## src/rtl/ntt_addr_gen.sv

```systemverilog
// Address and twiddle sequencer for the N=256 NTT/INTT butterfly datapath.
// Optional build macro NTT_STAGE_BARRIER_EN inserts a BF_LATENCY-cycle gap between stages.
module ntt_addr_gen #(
  parameter int BF_LATENCY = 4
) (
  input  logic       clk,
  input  logic       rst_n,
  input  logic       start,
  input  logic [1:0] mode,
  input  logic       issue_ready,
  output logic       busy,
  output logic       done,
  output logic [1:0] bf_mode,
  output logic       rd_en,
  output logic [7:0] rd_addr_a,
  output logic [7:0] rd_addr_b,
  output logic [7:0] tw_idx,
  output logic       wr_en,
  output logic [7:0] wr_addr_a,
  output logic [7:0] wr_addr_b
);

  // state   | meaning
  // IDLE    | waiting for start with a supported mode
  // RUN     | issuing butterflies, one per cycle with issue_ready
  // BARRIER | stage gap letting the butterfly pipeline empty (macro builds only)
  // DRAIN   | all issues done, waiting for write-backs to retire
  // DONE    | one-cycle completion pulse
  typedef enum logic [2:0] {
    S_IDLE,
    S_RUN,
`ifdef NTT_STAGE_BARRIER_EN
    S_BARRIER,
`endif
    S_DRAIN,
    S_DONE
  } state_t;

  state_t     state;
  logic [2:0] stage;
  logic [6:0] bfly;
`ifdef NTT_STAGE_BARRIER_EN
  logic [3:0] bar_cnt;
`endif

  logic [2:0] pos;
  logic [7:0] idx8;
  logic [7:0] lo_mask;
  logic [7:0] grp;
  logic [7:0] addr_a_nxt;
  logic [7:0] addr_b_nxt;
  logic [7:0] tw_nxt;

  // The pair stride is 1<<pos; address a is the butterfly index with a zero
  // inserted at bit pos, and address b sets that bit.
  always_comb begin
    pos        = bf_mode[0] ? stage : (3'd7 - stage);
    idx8       = {1'b0, bfly};
    lo_mask    = (8'd1 << pos) - 8'd1;
    grp        = idx8 >> pos;
    addr_a_nxt = ((idx8 & ~lo_mask) << 1) | (idx8 & lo_mask);
    addr_b_nxt = addr_a_nxt | (8'd1 << pos);
    if (bf_mode[0]) tw_nxt = (8'd255 >> stage) - grp;
    else            tw_nxt = (8'd1 << stage) + grp;
  end

  logic [16:0] pipe [BF_LATENCY];
  logic        inflight;

  // Anything still to write back after the coming edge, excluding the
  // entry currently presented on wr_*.
  always_comb begin
    inflight = rd_en;
    for (int k = 0; k < BF_LATENCY - 1; k++) inflight = inflight | pipe[k][16];
  end

  always_ff @(posedge clk or negedge rst_n) begin
    if (!rst_n) begin
      state     <= S_IDLE;
      stage     <= 3'd0;
      bfly      <= 7'd0;
      busy      <= 1'b0;
      done      <= 1'b0;
      bf_mode   <= 2'b00;
      rd_en     <= 1'b0;
      rd_addr_a <= 8'd0;
      rd_addr_b <= 8'd0;
      tw_idx    <= 8'd0;
`ifdef NTT_STAGE_BARRIER_EN
      bar_cnt   <= 4'd0;
`endif
    end else begin
      done  <= 1'b0;
      rd_en <= 1'b0;
      case (state)
        S_IDLE: begin
          if (start && !mode[1]) begin
            state   <= S_RUN;
            busy    <= 1'b1;
            bf_mode <= mode;
            stage   <= 3'd0;
            bfly    <= 7'd0;
          end
        end
        S_RUN: begin
          if (issue_ready) begin
            rd_en     <= 1'b1;
            rd_addr_a <= addr_a_nxt;
            rd_addr_b <= addr_b_nxt;
            tw_idx    <= tw_nxt;
            bfly      <= bfly + 7'd1;
            if (bfly == 7'd127) begin
              stage <= stage + 3'd1;
              if (stage == 3'd7) begin
                state <= S_DRAIN;
              end else begin
`ifdef NTT_STAGE_BARRIER_EN
                state   <= S_BARRIER;
                bar_cnt <= 4'(BF_LATENCY - 1);
`else
                state   <= S_RUN;
`endif
              end
            end
          end
        end
`ifdef NTT_STAGE_BARRIER_EN
        S_BARRIER: begin
          if (bar_cnt == 4'd0) state <= S_RUN;
          else                 bar_cnt <= bar_cnt - 4'd1;
        end
`endif
        S_DRAIN: begin
          if (!inflight) begin
            state <= S_DONE;
            done  <= 1'b1;
            busy  <= 1'b0;
          end
        end
        S_DONE: begin
          state <= S_IDLE;
        end
        default: begin
          state <= S_IDLE;
          busy  <= 1'b0;
        end
      endcase
    end
  end

  // Free-running write-back delay line; never stalled by issue_ready.
  always_ff @(posedge clk or negedge rst_n) begin
    if (!rst_n) begin
      for (int k = 0; k < BF_LATENCY; k++) pipe[k] <= 17'd0;
    end else begin
      pipe[0] <= {rd_en, rd_addr_a, rd_addr_b};
      for (int k = 1; k < BF_LATENCY; k++) pipe[k] <= pipe[k-1];
    end
  end

  assign wr_en     = pipe[BF_LATENCY-1][16];
  assign wr_addr_a = pipe[BF_LATENCY-1][15:8];
  assign wr_addr_b = pipe[BF_LATENCY-1][7:0];

endmodule

```

## config.mk

```make
export PLATFORM = sky130hd
export DESIGN_NAME = ntt_addr_gen
export DESIGN_NICKNAME = d
export VERILOG_FILES = /design/src/rtl/ntt_addr_gen.sv
export SDC_FILE = /design/constraint.sdc
export NUM_CORES = 1
export LEC_CHECK = 0
export ABC_AREA = 1
export CAP_MARGIN = 25
export CORE_MARGIN = 2
export CORE_UTILIZATION = 30
export CTS_CLUSTER_SIZE = 8
export DETAILED_ROUTE_END_ITERATION = 12
export PLACE_DENSITY = 0.55
export SYNTH_ARGS = -nofsm -noshare
export SYNTH_HDL_FRONTEND = slang
export SYNTH_SLANG_ARGS = --single-unit
export TNS_END_PERCENT = 100
```

## constraint.sdc

```tcl
create_clock -name clk -period 2.2 [get_ports clk]
set_clock_uncertainty 0.1 [all_clocks]
set_input_delay 0.44 -clock clk [delete_from_list [all_inputs] [get_ports clk]]
set_output_delay 0.44 -clock clk [all_outputs]
set_load 0.1 [all_outputs]
```

Yosys cells after proc, flatten, opt, wreduce, memory -nomap -nowiden. Cells that the tools add are included.

Multiplexer cells: 22. Equal/unequal tests: 9. Shifts and indexed selects: 4. Add/sub/neg operators: 6. $mul: 0. Divide/modulo/power cells: 0. Magnitude comparators: 0. Reductions and logical operators: 11. Bitwise gates (word level): 9.

Operator list (number): two-way mux 3 bit (8); bitwise OR 8 bit (2); left shift 1 x 3 -> 8 bit, first input constant (2); two-way mux 7 bit (2); one-hot mux 7 bit (2 select lines) (1); one-hot mux 3 bit (3 select lines) (1); adder 8 bit (1); AND 7 x 8 -> 8 bit (1); two-way mux 8 bit (1); inequality test 2 bit, second input constant (4); AND reduction 4 bit (2); right shift 7 x 3 -> 8 bit (1); right shift 8 x 3 -> 8 bit, first input constant (1); subtractor 8 x 1 -> 8 bit, second input constant (1); subtractor 8 bit (1); adder 7 x 1 -> 7 bit, second input constant (1); AND 7 bit (1); == test 7 bit, second input constant (1); inverter 7 bit (1); == test 3 x 2 -> 1 bit, second input constant (2); two-way mux 1 bit (6); one-hot mux 3 bit (2 select lines) (1); AND reduction 3 bit (2); AND reduction 2 bit (2); other kinds (13) (15).

Memories kept: 0. Register bits: 110. Latch bits: 0. Output and inout port bits: 46. Input port bits: 6. Logic and storage cells: 75. Bits in writable memories: 0. Bits in read-only memories: 0.

Longest topological paths before layout.
Depth after elaboration: 8. Depth in mapped cells: 20. Depth with buffers taken out: 20.

Worst setup path after synthesis. Ideal clock, no wire load.

Kind: register to register. Start point: reg bf_mode[0]. End point: reg tw_idx[6]. Library setup time: 0.120 ns. Data required time: 1.980 ns. Setup slack: -0.836 ns. Clock period less this slack: 3.036 ns. Buffers on the path: 0. Arrival time: 2.816 ns. Stages on the path, launching flop included: 17. Cells stage by stage: dfrtp_1 -> nand2_1 -> nand2_2 -> nand2_1 -> nand2_2 -> nand2_1 -> nand2_1 -> inv_1 -> ha_1 -> a21oi_1 -> nor3_1 -> nor2_1 -> nand3_1 -> nand3_1 -> nand2_1 -> nand2_1 -> nand2_1.

Longest elaborated chain between the ends: 4. Elaborated cells on any way between the ends: 5. Those cells by class: 2 x add/sub; 1 x shift; 2 x mux.

Ends and longest elaborated chain: start, declared (RTL line 13) `output logic [1:0] bf_mode,`; start signal, assigned (RTL line 100) `bf_mode <= mode;`; two-way mux 3 bit (RTL line 57) `pos = bf_mode[0] ? stage : (3'd7 - stage);`; right shift 7 x 3 -> 8 bit (RTL line 60) `grp = idx8 >> pos;`; adder 8 bit or subtractor 8 bit (tied branches) (RTL line 64, 63); two-way mux 8 bit * (RTL line 63) `if (bf_mode[0]) tw_nxt = (8'd255 >> stage) - grp;`; end signal, assigned (RTL line 110) `tw_idx <= tw_nxt;`; end, declared (RTL line 17) `output logic [7:0] tw_idx,`.

Every way passes the cells marked *; elsewhere a longest branch is shown, timed or not. A chain may end at the register's enable or synchronous reset.

Worst setup path in the final report.
Start point: reg bf_mode[0]. End point: reg tw_idx[5].

The elaborated chain is that of the path after synthesis.

==> flow_summary.toml <==
[outcome]
outcome = "complete, but fails checks"
failed_checks = "setup timing"

[cts]
cts_hold_buffers = 0
cts_max_level = 3
clk_latency_ns = 0.35
cts_inserted_buffers = 9
clock_path_buffers = 2
clk_pin_slew_worst_paths_ns = 0.07
clock_tree_from_tritoncts = "yes"
clk_root_buffer_cell = "sky130_fd_sc_hd__clkbuf_16"
cts_sinks = 109

[route]
drcViolationCount = 0
vias_per_cell = 4.487
pre_repair_dr_iteration_count = 4
first_iter_violations = 189
avgRoutedWirePerCell_um = 13.73
num_vias = 3980
detail-route-antenna-nets = 0
drt_wl_total_um = 12180

[global_routing]
first_global_vias = 4213
grt_max_degree = 110
number_of_antenna_violations_at_the_first_check_in_global_routing = 0
grt-ovfl-total = 0
first_pass_grt_wire_length_um = 20400
globalRouteTotalUtil_pct = 14.82

[critical_path]
worst_endpoint_required_time_ns = 2.35
r2r.worst_path.cells = 17
timing.setup.critical_path_class = "reg2reg"
worstReg2RegEnd = "tw_idx[5]"
cp_max_fo = 8
setup.worst_path.start = "bf_mode[0]"
reg2reg_slack_ns = -0.21
critical-path-top-cell-by-count = "sky130_fd_sc_hd__nand2_1"
critical_path.top_delay_family = "simple AND/OR/NAND/NOR gates"
startpoint_type = "flip-flop"
critical-path-max-stage-delay_ns = 0.56
crit_path_cell_trace = "nand2_4, nand2_8, buf_4, nor2_2, nand2_2, nand3_2, inv_2, ha_4, nand4_1, nand3b_1, nand2_1, nand2_1, nand2_1, nand3_1, nand2_1, nand2_1, nand2_1"
worst_path_max_delay_cell = "sky130_fd_sc_hd__dfrtp_4"
worst-path-buf-inv = 2
endpoint_kind = "flip-flop"
rr_startpoint = "bf_mode[0]"
arrival_ns = 2.56

[die]
io-pin-count = 52
rows = 46
initial_utilization_pct = 30.79
die_area_sq_um = 17340
floorplan.core_area_sq_um = 15890
die_w_um = 131.7
floorplan.die.height_um = 131.7

[cells_and_area]
nFillCells = 1576
flow.area_growth_from_synthesis_pct = 39.37
nNetsFinal = 692
drive_gt1_share_pct = 36.36
insertedDiodeCount = 0

[placement]
hpwlAfterDp_um = 9047
port-buffer-count = 51
gpl.final_weighted_congestion = 0.9366

[synth]
synthDistinctLibCells = 36
post_synthesis_net_count = 558
syn-cell-area_sq_um = 4891
cells_after_synth = 532
number_of_warnings_printed_during_yosys_synthesis = 0
ys_seq_elements = 109
synth_sequential_area_ratio_pct = 55.77
postSynthAreaPerCell_sq_um = 9.193

[sta]
tns_ns = -1.128
tightestPinTransition_ns = 0.5570
setup_viol = 11
finalMaxSlewViolations = 0
final_period_minus_worst_setup_slack_ns = 2.409
fmaxAchievable_mhz = 415.2
timing.final.crit_share_pct = 109.5
timing.slew.headroom_pct = 62.87
count_of_endpoints_failing_hold_in_the_final_timing_report = 0
rsz0062_at_grt = "yes"
postLayoutSetupSlackWorst_ns = -0.2086

[min_path]
timing.hold.worst.class = "in2async"

[run]
drv_cap = 0
## how the worst max path moves through the flow
stage / slack (ns) / end / depth (start not counted)
after floorplan: -0.23 / tw_idx[6] / 17
final: -0.21 / tw_idx[5] / 17
after CTS: -0.22 / tw_idx[3] / 13
after global placement: -0.34 / tw_idx[3] / 15
after detailed placement: -0.34 / tw_idx[3] / 15
after global routing: -0.38 / tw_idx[5] / 18
## through the flow
| stage | setup slack [ns] | hold WS (ns) | cell area [sq um] | util (%) | cells |
|---|---|---|---|---|---|
| after floorplan | -0.2337 | 0.04441 | 5037 | - | 532 |
| after global placement | -0.3387 | 0.2311 | 6213 | 39.11 | 860 |
| after detailed placement | -0.3447 | 0.2347 | 6213 | 39.11 | 860 |
| after CTS | -0.2179 | 0.08067 | 6654 | 41.89 | 884 |
| after global routing | -0.3834 | 0.09049 | 6817 | 42.91 | 887 |
| final | -0.2086 | 0.06539 | 6817 | 42.91 | 887 |
## flip-flops by register name, summed over array words and instances (netlist names)
signal,cells
pipe,51
rd_addr_a,8
rd_addr_b,8
tw_idx,8
wr_addr_a,8
wr_addr_b,8
bfly,7
stage,3
bf_mode,2
state,2
busy,1
done,1
rd_en,1
wr_en,1
## synthesized netlist by cell type (all sizes together)
cell type	count	share of area, %
a21boi	1	0.15
a21oi	20	2.0
a221oi	1	0.18
a2bb2oi	2	0.36
buf	20	2.9
clkbuf	5	0.38
clkinv	1	0.077
dfrtp	109	56
ha	20	5.1
inv	71	5.4
nand2	132	11
nand3	50	5.3
nand3b	3	0.46
nand4	5	0.64
nor2	32	2.8
nor3	10	1.3
nor4	1	0.13
o211ai	5	0.77
o21a	6	0.92
o21ai	24	2.5
o221ai	1	0.18
o22ai	5	0.64
o31ai	1	0.15
or2	2	0.26
xnor2	2	0.36
xor2	3	0.54
## per-layer routing
layer / vias up / track usage (%) / routed length [um]
li1: 1964 / - / -
met1: 1908 / 18.23 / 5490
met2: 89 / 24.87 / 5916
met3: 19 / 4.205 / 542
met4: 0 / 5.254 / 229
met5: - / 0 / 0
## cells in the final DEF (no fill, tap or decap), drive strengths merged
cell type      synthesis  layout
buf                   20     144
xor2                   3       3
o21ai                 24      24
or2                    2       2
dfrtp                109     109
clkdlybuf4s50          0       4
nor4                   1       1
a21oi                 20      20
nand3                 50      50
o21a                   6       6
xnor2                  2       2
nand2                132     132
nand4                  5       5
clkbuf                 5      10
nor3                  10      10
o22ai                  5       5
a21boi                 1       1
o211ai                 5       5
nor2                  32      32
o31ai                  1       1
a2bb2oi                2       2
inv                   71      73
o221ai                 1       1
nand3b                 3       3
a221oi                 1       1
ha                    20      20
clkinvlp               0       2
clkinv                 1       3
## layout make-up
class | count | area [sq um] | share of cell area [%]
Sequential cell | 109 | 2736 | 40.14
Clock buffer | 10 | 229.0 | 3.359
Tap cell | 216 | 270.3 | 3.965
Clock inverter | 6 | 56.30 | 0.8260
Timing Repair Buffer | 148 | 1166 | 17.11
Multi-Input combinational cell | 326 | 2078 | 30.49
Inverter | 72 | 280.3 | 4.112
## worst register-to-register path: stages, from the launching register on
cell and delay [ns]:
sky130_fd_sc_hd__dfrtp_4 0.56, sky130_fd_sc_hd__nand2_4 0.11, sky130_fd_sc_hd__nand2_8 0.08, sky130_fd_sc_hd__buf_4 0.14
sky130_fd_sc_hd__nor2_2 0.13, sky130_fd_sc_hd__nand2_2 0.08, sky130_fd_sc_hd__nand3_2 0.09, sky130_fd_sc_hd__inv_2 0.05
sky130_fd_sc_hd__ha_4 0.25, sky130_fd_sc_hd__nand4_1 0.08, sky130_fd_sc_hd__nand3b_1 0.19, sky130_fd_sc_hd__nand2_1 0.11
sky130_fd_sc_hd__nand2_1 0.06, sky130_fd_sc_hd__nand2_1 0.05, sky130_fd_sc_hd__nand3_1 0.07, sky130_fd_sc_hd__nand2_1 0.05
sky130_fd_sc_hd__nand2_1 0.05, sky130_fd_sc_hd__nand2_1 0.05
## logic make-up after synthesis
| logic type | synth area share (%) |
|---|---|
| and+or+nand+nor | 21.46 |
| DFF | 55.77 |
| buffers and inverters | 8.826 |
| AOI/OAI and AO/OA | 7.931 |
| adders and majority gates | 5.116 |
| xor gates and xnor gates | 0.8955 |
## timing repair
action                                  CTS  global route
pin swaps                                13            13
gates cloned                              0             0
hold endpoints to repair                  0             0
resized for setup                        27            31
buffers inserted                          8             3
endpoints found under the setup margin   16            25
Power is not shown: default switching activity piles up to over one toggle a cycle in this logic, so the estimate is an artifact.
